### src/rtl/mult_share_arbiter.sv
// Round-robin arbiter/sequencer sharing one signed sequential multiplier between two requesters.
// Latency: ack 1 cycle after req is sampled in IDLE, start 1 later, done 1 cycle after mult_done is accepted.
// Backpressure: req is a level held until ack; req is only sampled in IDLE, so a busy arbiter simply stalls requesters.
module mult_share_arbiter #(
    parameter int DATA_W  = 8,
    parameter int TIMEOUT = 31
) (
    input  logic                clk,
    input  logic                rst_n,
    input  logic                req0,
    input  logic                req1,
    input  logic [DATA_W-1:0]   mp0,
    input  logic [DATA_W-1:0]   mc0,
    input  logic [DATA_W-1:0]   mp1,
    input  logic [DATA_W-1:0]   mc1,
    output logic                ack0,
    output logic                ack1,
    output logic                done0,
    output logic                done1,
    output logic [2*DATA_W-1:0] result,
    output logic                res_id,
    output logic                timeout_err,
    output logic                busy,
    output logic                mult_start,
    output logic [DATA_W-1:0]   mult_mp,
    output logic [DATA_W-1:0]   mult_mc,
    input  logic                mult_done,
    input  logic [2*DATA_W-2:0] mult_product
);

    localparam int PW = 2*DATA_W-1;
    localparam logic [7:0] TO_MAX = 8'(TIMEOUT);

    typedef enum logic [2:0] {
        S_IDLE,
        S_GRANT,
        S_START,
        S_WAIT,
        S_RESP
    } state_t;

    state_t                state_q;
    logic                  prio_q;
    logic                  win_q;
    logic                  win_d;
    logic [7:0]            cnt_q;
    logic [PW-1:0]         prod_q;
    logic                  to_q;
    logic                  ack0_q;
    logic                  ack1_q;
    logic                  done0_q;
    logic                  done1_q;
    logic [2*DATA_W-1:0]   result_q;
    logic                  res_id_q;
    logic                  terr_q;
    logic                  busy_q;
    logic                  start_q;
    logic [DATA_W-1:0]     mp_q;
    logic [DATA_W-1:0]     mc_q;

    // Arbitration: a lone requester wins, under contention the priority pointer decides.
    always_comb begin
        win_d = 1'b0;
        if (req0 && req1) begin
            win_d = prio_q;
        end else begin
            win_d = req1;
        end
    end

    // Sequencer FSM; every output is a register updated here.
    always_ff @(posedge clk or negedge rst_n) begin
        if (!rst_n) begin
            state_q  <= S_IDLE;
            prio_q   <= 1'b0;
            win_q    <= 1'b0;
            cnt_q    <= '0;
            prod_q   <= '0;
            to_q     <= 1'b0;
            ack0_q   <= 1'b0;
            ack1_q   <= 1'b0;
            done0_q  <= 1'b0;
            done1_q  <= 1'b0;
            result_q <= '0;
            res_id_q <= 1'b0;
            terr_q   <= 1'b0;
            busy_q   <= 1'b0;
            start_q  <= 1'b0;
            mp_q     <= '0;
            mc_q     <= '0;
        end else begin
            ack0_q  <= 1'b0;
            ack1_q  <= 1'b0;
            done0_q <= 1'b0;
            done1_q <= 1'b0;
            start_q <= 1'b0;
            // Lags the state by one cycle: rises with ack, falls the cycle after done.
            busy_q  <= (state_q != S_IDLE);
            case (state_q)
                S_IDLE: begin
                    if (req0 || req1) begin
                        win_q   <= win_d;
                        state_q <= S_GRANT;
                    end
                end
                S_GRANT: begin
                    mp_q    <= win_q ? mp1 : mp0;
                    mc_q    <= win_q ? mc1 : mc0;
                    ack0_q  <= ~win_q;
                    ack1_q  <= win_q;
                    terr_q  <= 1'b0;
                    state_q <= S_START;
                end
                S_START: begin
                    start_q <= 1'b1;
                    cnt_q   <= '0;
                    to_q    <= 1'b0;
                    state_q <= S_WAIT;
                end
                S_WAIT: begin
                    cnt_q <= cnt_q + 8'd1;
                    // The first WAIT cycle ignores mult_done: it may still be the previous op's flag.
                    if (mult_done && (cnt_q != 8'd0)) begin
                        prod_q  <= mult_product;
                        state_q <= S_RESP;
                    end else if (cnt_q == TO_MAX) begin
                        prod_q  <= '0;
                        to_q    <= 1'b1;
                        state_q <= S_RESP;
                    end
                end
                S_RESP: begin
                    // A zero magnitude is always reported as +0.
                    result_q <= {(mp_q[DATA_W-1] ^ mc_q[DATA_W-1]) & (|prod_q), prod_q};
                    res_id_q <= win_q;
                    done0_q  <= ~win_q;
                    done1_q  <= win_q;
                    terr_q   <= to_q;
                    prio_q   <= ~win_q;
                    state_q  <= S_IDLE;
                end
                default: begin
                    state_q <= S_IDLE;
                end
            endcase
        end
    end

    assign ack0        = ack0_q;
    assign ack1        = ack1_q;
    assign done0       = done0_q;
    assign done1       = done1_q;
    assign result      = result_q;
    assign res_id      = res_id_q;
    assign timeout_err = terr_q;
    assign busy        = busy_q;
    assign mult_start  = start_q;
    assign mult_mp     = mp_q;
    assign mult_mc     = mc_q;

endmodule

### config.mk
export PLATFORM = sky130hd
export DESIGN_NAME = mult_share_arbiter
export DESIGN_NICKNAME = d
export VERILOG_FILES = /design/src/rtl/mult_share_arbiter.sv
export SDC_FILE = /design/constraint.sdc
export NUM_CORES = 1
export LEC_CHECK = 0
export CAP_MARGIN = 20
export CORE_MARGIN = 10
export CORE_UTILIZATION = 32
export CTS_CLUSTER_SIZE = 16
export DETAILED_ROUTE_END_ITERATION = 8
export DONT_BUFFER_PORTS = 1
export PLACE_DENSITY_LB_ADDON = 0.05
export SKIP_LAST_GASP = 1
export SLEW_MARGIN = 20
export SYNTH_ARGS = -nofsm -noshare
export SYNTH_HDL_FRONTEND = slang
export SYNTH_SLANG_ARGS = --single-unit
### constraint.sdc
create_clock -name clk -period 4.5 [get_ports clk]
set_clock_uncertainty 0.15 [all_clocks]
set_input_delay 0.9 -clock clk [delete_from_list [all_inputs] [get_ports clk]]
set_output_delay 0.9 -clock clk [all_outputs]
set_load 0.01 [all_outputs]
**After elaboration in Yosys (flattened, before gate mapping)**

Index checks and enable logic that the tools add are counted.

- Register bits: 69
- Input port bits: 52
- Logic and storage cells: 63

- $add $sub $neg: 1
- Mux-type cells: 19
- Reductions and logical operators: 14
- Bitwise logic cells: 3
- Equal/unequal tests: 9

Operators by type and width:

| operator | count |
|---|---|
| $mux 15 | 2 |
| $mux 8 | 2 |
| $pmux 8 s2 | 1 |
| $reduce_or 15->1 | 1 |
| $pmux 3 s4 | 1 |
| $mux 3 | 3 |
| $add 8x1->8 const B | 1 |
| $eq 8x5->1 const B | 1 |
| $mux 1 | 8 |
| $reduce_bool 8->1 | 1 |
| $eq 3x2->1 const B | 2 |
| $ne 2x2->1 const B | 3 |
| $reduce_and 2->1 | 3 |
| $reduce_bool 2->1 | 3 |
| $pmux 1 s2 | 2 |
| $eq 3x1->1 const B | 1 |
| $eq 3x3->1 const B | 1 |
| $logic_not 3->1 | 1 |
| $ne 3x3->1 const B | 1 |
| $reduce_and 3->1 | 1 |
| $reduce_bool 3->1 | 1 |
| $logic_and 1x1->1 | 2 |
| $and 1x1->1 | 1 |
| $logic_or 1x1->1 | 1 |
| other kinds (2) | 2 |

**Depth between registers and ports, before layout**

Gate-level depths: netlist (run 1).

- Word-level depth: 4
- Mapped depth: 7

**Worst setup path before layout (run 1)**

Ideal clock, no wire load.

- Path type: in2reg
- Start: in mult_done
- End: reg prod_q[10]
- Data required time: 4.229 ns
- Stages: 4
- Buffers on the path: 1
- Setup slack: 2.571 ns
- Arrival: 1.658 ns
- Path through: a21bo_2 -> a21o_4 -> buf_6 -> a22o_1

- Word-level cells in the longest chain between the ends: 3
- Elaborated cells between the ends (all ways): 4
- Those cells by class: mux: 1; reduce/logical: 3

Ends and longest elaborated chain:

| what | line | source |
|---|---|---|
| from (decl) | 27 | `input logic mult_done,` |
| $logic_and 1x1->1 * | 123 | `if (mult_done && (cnt_q != 8'd0)) begin` |
| $reduce_bool 2->1 (no line) | - |  |
| $reduce_and 2->1 (no line) | - |  |
| to (signal assigned) | 124 | `prod_q <= mult_product;` |
| to (decl) | 47 | `logic [PW-1:0] prod_q;` |

Mark *: on every way between the ends. The rest lies on a longest branch, timed or not.
A chain may end at the register's enable or synchronous reset.

**Final worst setup path (run 1)**

- Start: reg cnt_q[0]
- End: reg prod_q[8]

- Word-level cells in the longest chain between the ends: 4
- Elaborated cells between the ends (all ways): 6
- Those cells by class: eq/ne: 1; mux: 1; reduce/logical: 4

Ends and longest elaborated chain:

| what | line | source |
|---|---|---|
| from (decl) | 46 | `logic [7:0] cnt_q;` |
| from (signal assigned) | 121 | `cnt_q <= cnt_q + 8'd1;` |
| $reduce_bool 8->1 | 123 |  |
| $logic_and 1x1->1 | 123 |  |
| $reduce_bool 2->1 (no line) | - |  |
| $reduce_and 2->1 (no line) | - |  |

Several ways; a longest one is shown, not always the timed one.

==> results of run 1 <==
flip-flops by register name, summed over array words and instances, names as in the netlist:
signal / flops
ack0: 1
ack1: 1
busy: 1
cnt_q: 8
done0: 1
done1: 1
mult_mc: 8
mult_mp: 8
mult_start: 1
prio_q: 1
prod_q: 15
res_id: 1
result: 16
state_q: 3
timeout_err: 1
to_q: 1
win_q: 1
cell type report:
class / instances / area, um^2
fill: 903 / 5600
clock buffer: 9 / 124
sequential: 69 / 1730
timing repair buffer: 1 / 7.51
inverter: 5 / 18.8
multi-input combinational: 182 / 1080
clock inverter: 7 / 75.1
tap: 108 / 135
metal layers:
| layer | part of all wire, % | vias to the layer above | track usage (%) |
|---|---|---|---|
| met3 | 11 | 9 | 5.10 |
| met5 | 0 | - | 0 |
| met4 | 1.6 | 0 | 4.70 |
| met2 | 45 | 60 | 15.3 |
| met1 | 42 | 923 | 13.0 |
| li1 | - | 918 | - |
through the flow:
| step | hold slack, ps | cells | area, um^2 | utilization [%] | setup slack [ps] |
|---|---|---|---|---|---|
| 6_report | 95.5 | 381 | 3160 | 36.1 | 2480 |
| 5_1_grt | 64.7 | 381 | 3160 | 36.1 | 2310 |
| 4_1_cts | 72.3 | 381 | 3160 | 36.1 | 2470 |
| 3_5_place_dp | 320 | 365 | 2970 | 33.8 | 2350 |
| 3_3_place_gp | 317 | 365 | 2970 | 33.8 | 2360 |
| 2_1_floorplan | 294 | 270 | 2900 | - | 2570 |
worst max-delay path by stage:
stage	startpoint	to	slack, ps
2_1_floorplan	mult_done	prod_q[10]	2570
3_3_place_gp	mult_done	prod_q[8]	2360
3_5_place_dp	mult_done	prod_q[0]	2350
4_1_cts	cnt_q[0]	prod_q[14]	2470
5_1_grt	cnt_q[0]	prod_q[12]	2310
6_report	cnt_q[0]	prod_q[8]	2480
cells by family after synthesis:
family,synth area share (%)
AO/OA/AOI/OAI,12.3
buffers and inverters,3.32
AND/OR/NAND/NOR,16.8
XOR/XNOR,0.907
adder cells (fa/ha/maj),0.863
flip-flops,59.6
multiplexers,6.26
power groups by stage:
stage / Combinational (mW) / Sequential, mW / Clock [mW]
after global placement: 0.569 / 1.24 / 0
after CTS: 0.583 / 1.23 / 0.530
after detailed placement: 0.583 / 1.24 / 0
after global routing: 0.662 / 1.27 / 0.560
final: 0.568 / 1.22 / 0.513
after floorplan: 0.547 / 1.11 / 0
synthesized netlist by cell type, types with 2 or more instances:
cell type	instances	area, um^2
dfrtp_1	69	1730
nand2_1	56	210
nor2_1	25	93.8
a21oi_1	17	85.1
a22o_1	17	149
mux2i_1	17	170
buf_2	8	40.0
nand3_1	5	25.0
o21ai_0	5	25.0
clkbuf_1	4	15.0
inv_1	4	15.0
nor3_1	4	20.0
a21o_1	3	22.5
nor4_1	3	18.8
and2_1	2	12.5
buf_6	2	22.5
ha_1	2	25.0
o21ai_1	2	10.0
xnor2_1	2	17.5
cell usage in the layout (no fill, tap or decap), drive strengths merged, types with 5 or more instances in the layout:
cell	n
inv	6
nor3	5
nand2	57
clkbuf	9
dfrtp	69
a22o	17
a21oi	17
o21ai	7
nor2	26
nand3	6
mux2i	17
critical path: stages, from the launching register on:
cell	delay (ps)
dfrtp_1	400
inv_1	60
ha_1	180
nor4b_1	130
a21bo_2	260
nor2_2	520
a22o_1	240
==> results.txt, run 1 <==
Overall Power = 2.30 mW
Vias/cell = 5.01
H-tree depth = 3
Grt ovf = 0
Max_slew headroom = 35.7%
Post-route ant nets = 0
RD Place Congestion = 0.702
Unique masters post-synth = 42
Pin count of the biggest net entering global routing = 70
N_diodes = 0
Longest Clk Path Bufs = 2
Die ar. = 13300 um^2
Final setup viols = 0
Outcome = completed
Startpoint types = flip-flop
Vias = 1910
Clk_lat worst skew = 340 ps
Share of the yosys chip area belonging to registers = 59.6%
Int Pwr = 1.41 mW
Total track usage = 10.6%
Combinational power share = 24.7%
Clock Sink Count = 69
RSZ-0062 raised after global routing = false
Starting density of the core = 33.1%
Setup crit end kind = flip-flop
Sw Ratio = 38.8%
Async S/R FF share, synth = 100%
Mapped Cells = 270
Routed wire per std cell = 18.6 um
NetSw = 0.892 mW
DIE WIDTH = 115 um
Number of global-route vias before repair = 1955
Max Transition Viols Final = 0
CTS Buf Count = 9
Syn_nets = 324
CP max FO = 15
Power Density = 727 nW/um^2
Site Rows = 34
Vert. Die Dim = 115 um
Initial antenna violation count = 0
R2r setup slk = 2480 ps
DRC viols = 0
RR Startpoint = cnt_q[0]
Area of the core = 8760 um^2
Post-CTS resize count = 0
First-pass GRT wire length = 10900 um
PortBufs = 0
Synth warnings = 0
Worst-path clk slew = 80 ps
Drt first pass iters = 4
Slew at the pin with the worst max-slew slack = 964 ps
Nets = 322
Final hold vios = 0
I/O pin cnt = 92
Reg-to-reg endpoint = prod_q[8]
Cts-stage hold buffer count = 0
Final Cycle Share = 44.8%
Post-synth EDFFs = 0
Post-DP HPWL = 4960 um
Maxcap violations = 0
Syn-to-layout area delta = 9.20%
Fmax achieved = 496 MHz
Clock network power share = 22.3%
Kind of critical path = reg2reg
Worst endpoint data arrival time = 2150 ps
Setup TNS Final = 0 ps
Share of layout cells above drive strength 1 = 10.3%
Synth Register Bits = 69
Setup bufs post-CTS = 0
Synth Flop Type = dfrtp_1
Avg Synthesized Cell Area = 10.7 um^2
Flop pwr share = 53.0%
Worst vdd ir = 0.238 mV
Worst R2R Path Depth = 6
Post-synthesis cell area = 2900 um^2
Tmin final = 2020 ps
Root Buffer = clkbuf_8
Post-Route WL = 7080 um
Pleak = 1.47 nW
WP data required = 4630 ps
DR iter-0 viols = 52
CTS tree = done
Worst hold path class = in2async
Note: power is estimated with default switching activity, not from simulation.
==> run 2: changes to the inputs <==
Clock period 4.5 ns to 1.6 ns, I/O delays scaled along.
==> results.txt, run 2 (synthesized netlist as in run 1, its figures left out) <==
Outcome = complete, but fails checks
Failing checks = negative hold slack, negative setup slack
First-pass GRT wire length = 12200 um (+12%)
Worst endpoint data arrival time = 1810 ps (-340 ps)
DRC viols = 0 (unchanged)
Pin count of the biggest net entering global routing = 70 (unchanged)
CP max FO = 15 (unchanged)
Post-route ant nets = 0 (unchanged)
Nets = 365 (+13%)
Worst vdd ir = 0.629 mV (+160%)
Total track usage = 11.7% (+1.1 points)
PortBufs = 0 (unchanged)
Worst-path clk slew = 80 ps (about the same)
Overall Power = 7.26 mW (+220%)
Clock Sink Count = 69 (unchanged)
WP data required = 1680 ps (-2950 ps)
Fmax achieved = 579 MHz (+17%)
Worst hold path class = in2async
CTS tree = done
Grt ovf = 0 (unchanged)
Routed wire per std cell = 17.8 um (-4.3%)
Longest Clk Path Bufs = 2 (unchanged)
RSZ-0062 raised after global routing = true
I/O pin cnt = 92 (unchanged)
Post-place setup slack = -289 ps (-2640 ps)
R2r setup slk = -130 ps (-2610 ps)
Vias/cell = 4.89 (-2.5%)
Cell Count, Final, Fillers Out = 424 (+11%)
Worst path cell trace = inv_2, ha_4, nor4b_4, a21bo_4, nor2_4, buf_12, a22o_1
DR iter-0 viols = 105 (+100%)
Worst Setup EP = prod_q[6]
Tmin final = 1730 ps (-291 ps)
Setup crit end kind = flip-flop
Max_slew headroom = 71.8% (+36 points)
Slew at the pin with the worst max-slew slack = 420 ps (-544 ps)
Pleak = 1.71 nW (+16%)
Final Cycle Share = 108% (+63 points)
Area of the core = 8760 um^2 (unchanged)
Syn-to-layout area delta = 26.9%
Vert. Die Dim = 115 um (unchanged)
Root Buffer = clkbuf_8
Fin area = 3680 um^2 (+16%)
WL met2 = 3370 um (+4.8%)
Most frequent cells in the layout = 69 x dfrtp_1, 56 x nand2_1, 24 x nor2_1
Share of layout cells above drive strength 1 = 19.6% (+9.4 points)
Maxcap violations = 0 (unchanged)
Delay-heaviest family, CP = compound AO/OA/AOI/OAI gates
Max Transition Viols Final = 0 (unchanged)
Critical Path Start = cnt_q[1]
Post-DP HPWL = 5250 um (+5.7%)
Power Density = 1970 nW/um^2 (+170%)
Final Util = 41.9% (+5.8 points)
Setup ws final = -127 ps (-2610 ps)
CP max stage delay = 390 ps (-130 ps)
Worst R2R Path Depth = 7 (+1)
Cts-stage hold buffer count = 16 (+16)
Number of global-route vias before repair = 2224 (+14%)
Final hold vios = 69 (+69)
Reg-to-reg endpoint = prod_q[6]
Post-Route WL = 7540 um (+6.5%)
RD Place Congestion = 0.716 (+1.9%)
Met1 wire length = 3380 um (+14%)
Drt first pass iters = 4 (unchanged)
Clk_lat worst skew = 350 ps (about the same)
Worst Hold Slack = -487 ps (-582 ps)
Number of flip-flops in the largest register = 16 (unchanged)
DIE WIDTH = 115 um (unchanged)
Final setup viols = 20 (+20)
Area after DPL = 3160 um^2 (+6.5%)
Startpoint types = flip-flop
Slowest cell on crit path = dfrtp_1
Met3 WL = 648 um (-17%)
Initial antenna violation count = 0 (unchanged)
RR Startpoint = cnt_q[1]
N_diodes = 0 (unchanged)
Buf/Inv on CP = 2 (+1)
Starting density of the core = 33.1% (unchanged)
Site Rows = 34 (unchanged)
Top Layer Used = met4
Worst path depth = 7 (+1)
Post-Place Cells = 387 (+6.0%)
Most common cell after layout, fill and taps aside = dfrtp_1
H-tree depth = 3 (unchanged)
Vias = 2073 (+8.5%)
Die ar. = 13300 um^2 (unchanged)
Kind of critical path = reg2reg
Filler cells = 873 (-3.3%)
CTS Buf Count = 9 (unchanged)
==> run 2: how the worst min path moves through the flow <==
| stage | end | slack [ps] |
|---|---|---|
| floorplan | ack0 | -130 |
| finish | cnt_q[3] | -490 |
| global placement | cnt_q[3] | -120 |
| global route | result[9] | -520 |
| detailed placement | cnt_q[4] | -120 |
| CTS | result[0] | -510 |
==> run 2: timing repair <==
action,4_1_cts,5_1_grt
setup endpoints to repair,19,21
buffers inserted,2,3
resized for setup,13,3
pin swaps,5,5
hold endpoints to repair,85,69
cloned,1,0
==> run 2: layer usage <==
| metal | global-route usage (%) | vias up |
|---|---|---|
| li1 | - | 1011 |
| met1 | 15.1 | 991 |
| met2 | 16.7 | 62 |
| met3 | 5.26 | 9 |
| met4 | 4.62 | 0 |
| met5 | 0 | - |
==> run 2: final cells by class <==
| class | instances | area (um^2) | share of cell area, % |
|---|---|---|---|
| clock inverters | 5 | 83.8 | 2.28 |
| inverters | 5 | 18.8 | 0.511 |
| clock buffers | 11 | 141 | 3.85 |
| repair buffers | 43 | 404 | 11.0 |
| well taps | 108 | 135 | 3.68 |
| multi-input cells | 183 | 1170 | 31.7 |
| flip-flops and latches | 69 | 1730 | 47.0 |
==> run 2: through the flow <==
stage	setup TNS [ps]	hold slack (ps)
floorplan	-1250	-126
CTS	-1370	-511
global placement	-3870	-121
global route	-3530	-520
finish	-2190	-487
detailed placement	-4360	-121
==> run 2: report_power, final <==
group	switching, mW	internal (mW)
Sequential	0.810	2.48
Combinational	1.15	1.20
Clock	0.689	0.924
==> run 3: changes to the inputs <==
Settings changed: ABC_AREA from default to 1.
==> results.txt, run 3 <==
Fmax achieved = 622 MHz (+7.4%)
Fin area = 4010 um^2 (+9.0%)
PortBufs = 0 (unchanged)
Root Buffer = clkbuf_8
RSZ-0062 raised after global routing = true
R2r setup slk = -8 ps (+120 ps)
Kind of critical path = reg2reg
Worst-path clk slew = 80 ps (about the same)
Most frequent cell after synthesis = nand2_1
Worst vdd ir = 0.672 mV (+6.9%)
First-pass GRT wire length = 12900 um (+5.1%)
Area of the core = 9110 um^2 (+3.9%)
Cts-stage hold buffer count = 48 (+32)
Number of flip-flops in the largest register = 16 (unchanged)
RR Startpoint = cnt_q[1]
Nets = 463 (+27%)
Clock network power share = 24.3% (+2.1 points)
Final Util = 44.0% (+2.0 points)
Worst Hold Slack = -476 ps (+10.9 ps)
Mapped Cells = 342 (+27%)
Synth warnings = 0 (unchanged)
Grt ovf = 0 (unchanged)
Syn-to-layout area delta = 35.3%
DR iter-0 viols = 125 (+19%)
Drt first pass iters = 4 (unchanged)
Final Cycle Share = 101% (-7.4 points)
NetSw = 2.67 mW (+0.72%)
Vias/cell = 4.59 (-6.1%)
I/O pin cnt = 92 (unchanged)
Yosys top cell area share = 58.3% (-1.3 points)
N_diodes = 0 (unchanged)
CTS Buf Count = 9 (unchanged)
Post-Route WL = 8190 um (+8.6%)
Int Pwr = 4.44 mW (-3.7%)
Slew at the pin with the worst max-slew slack = 293 ps (-127 ps)
Async S/R FF share, synth = 100% (unchanged)
H-tree depth = 3 (unchanged)
Flop pwr share = 44.8% (-0.6 points)
Number of global-route vias before repair = 2455 (+10%)
Yosys top cell by area = dfrtp_1
Avg Synthesized Cell Area = 8.66 um^2 (-19%)
Clock Sink Count = 69 (unchanged)
Synth area leaders = dfrtp_1 58%, nand2_1 17%, nand3_1 4.4%, o21ai_0 4.1%, inv_1 4.1%
Starting density of the core = 32.5% (-0.55 points)
Failing checks = negative hold slack, negative setup slack
Setup crit end kind = flip-flop
Unique masters post-synth = 26 (-38%)
DRC viols = 0 (unchanged)
Startpoint types = flip-flop
Worst hold path class = in2async
Most common cell after layout, fill and taps aside = nand2_1
Clk_lat worst skew = 330 ps (-20 ps)
Pin count of the biggest net entering global routing = 70 (unchanged)
Routed wire per std cell = 15.6 um (-12%)
Post-synth EDFFs = 0 (unchanged)
Power Density = 1770 nW/um^2 (-10%)
Pleak = 1.98 nW (+15%)
Post-synthesis cell area = 2960 um^2 (+2.2%)
Post-place setup slack = -2.70 ps (+286 ps)
Final setup viols = 4 (-80%)
Setup TNS Final = -16.8 ps (+2170 ps)
RD Place Congestion = 0.776 (+8.4%)
Site Rows = 35 (+2.9%)
Max_slew headroom = 80.4% (+8.7 points)
Longest Clk Path Bufs = 2 (unchanged)
Post-synth top cells = 136 x nand2_1, 69 x dfrtp_1, 32 x inv_1, 26 x nand3_1, 24 x o21ai_0
Max Transition Viols Final = 0 (unchanged)
Reg-to-reg endpoint = prod_q[5]
Maxcap violations = 0 (unchanged)
Setup ws final = -8.33 ps (+119 ps)
Syn_nets = 396 (+22%)
Post-DP HPWL = 5510 um (+5.0%)
Share of layout cells above drive strength 1 = 14.0% (-5.6 points)
Final hold vios = 69 (unchanged)
Area after DPL = 3140 um^2 (-0.48%)
Synth Flop Type = dfrtp_1
Worst endpoint data arrival time = 1730 ps (-80 ps)
Vert. Die Dim = 116 um (+0.90%)
Initial antenna violation count = 0 (unchanged)
Outcome = complete, but fails checks
Sw Ratio = 37.6% (+1.0 points)
DIE WIDTH = 116 um (+0.90%)
Synth Register Bits = 69 (unchanged)
Tmin final = 1610 ps (-119 ps)
Share of the yosys chip area belonging to registers = 58.3% (-1.3 points)
Post-route ant nets = 0 (unchanged)
CTS tree = done
Die ar. = 13500 um^2 (+1.8%)
Most frequent cells in the layout = 126 x nand2_1, 69 x dfrtp_1, 48 x dlygate4sd3_1
Vias = 2411 (+16%)
Total track usage = 12.1% (+0.39 points)
Worst R2R Path Depth = 11 (+4)
WP data required = 1720 ps (+40 ps)
CP max FO = 8 (-7)
Combinational power share = 30.9% (-1.5 points)
==> run 3: cell types whose count changed after synthesis, moves of 17 or more <==
cell     change
mux2i_1     -17
nand3_1     +21
a22o_1      -17
inv_1       +28
o21ai_0     +19
nand2_1     +80
==> run 3: per-stage QoR <==
step | std cells | power (mW) | hold WS (ps)
after floorplan | 342 | 4.49 | -126
after global placement | 455 | 5.11 | -122
after detailed placement | 455 | 5.13 | -122
after CTS | 519 | 7.00 | -504
after global routing | 525 | 7.68 | -503
final | 525 | 7.11 | -476
==> run 3: cells by family after synthesis <==
logic type,Yosys count,share of synthesized area [%]
compound gates,30,5.37
flops,69,58.3
buf+inv,46,6.76
simple gates,194,28.4
fa+ha+maj,2,0.845
xor+xnor,1,0.296
==> run 3: what timing repair did <==
action	CTS	global route
gates resized for setup	1	22
pin swaps	0	11
buffers inserted	0	5
setup endpoints to repair	15	33
cloned	0	1
endpoints found under the hold margin	101	69
==> run 3: power groups by stage <==
stage | logic [mW] | clock network (mW) | registers (mW)
after floorplan | 1.48 | 0 | 3.01
after global placement | 1.89 | 0 | 3.22
after detailed placement | 1.92 | 0 | 3.21
after CTS | 2.03 | 1.79 | 3.18
after global routing | 2.53 | 1.88 | 3.28
final | 2.19 | 1.73 | 3.18
==> run 3: critical path: stages (launching register included) <==
cell and delay, ps:
dfrtp_1 440, inv_2 110, ha_4 130, nand2_2 40
nor2_2 90, nand2_2 70, nand2_2 100, nand2_2 70
nand2_4 100, clkbuf_16 160, nand2_1 50, nand2_1 50
==> run 3: area by class of cell <==
cell class                 count  area (um^2)
clock buffer                  12          145
multi-input combinational    227         1100
inverter                      38          148
clock inverter                 4         95.1
fill                         899         5100
sequential                    69         1730
timing repair buffer          64          656
tap                          111          139
==> run 3: per-layer routing <==
metal / GRT usage [%] / wire, um / vias up
met3: 3.70 / 584 / 10
met2: 16.5 / 3500 / 72
met1: 16.9 / 3980 / 1128
li1: - / - / 1201
met4: 5.75 / 124 / 0
met5: 0 / 0 / -
==> run 3: worst max path at each step <==
stage | slack [ps] | cells past startpoint | to | from
floorplan | 100 | 9 | prod_q[10] | cnt_q[0]
global placement | -6 | 11 | prod_q[8] | cnt_q[0]
detailed placement | -3 | 11 | prod_q[6] | cnt_q[0]
CTS | -4 | 11 | prod_q[6] | cnt_q[0]
global route | -100 | 11 | prod_q[0] | cnt_q[1]
finish | -8 | 11 | prod_q[5] | cnt_q[1]
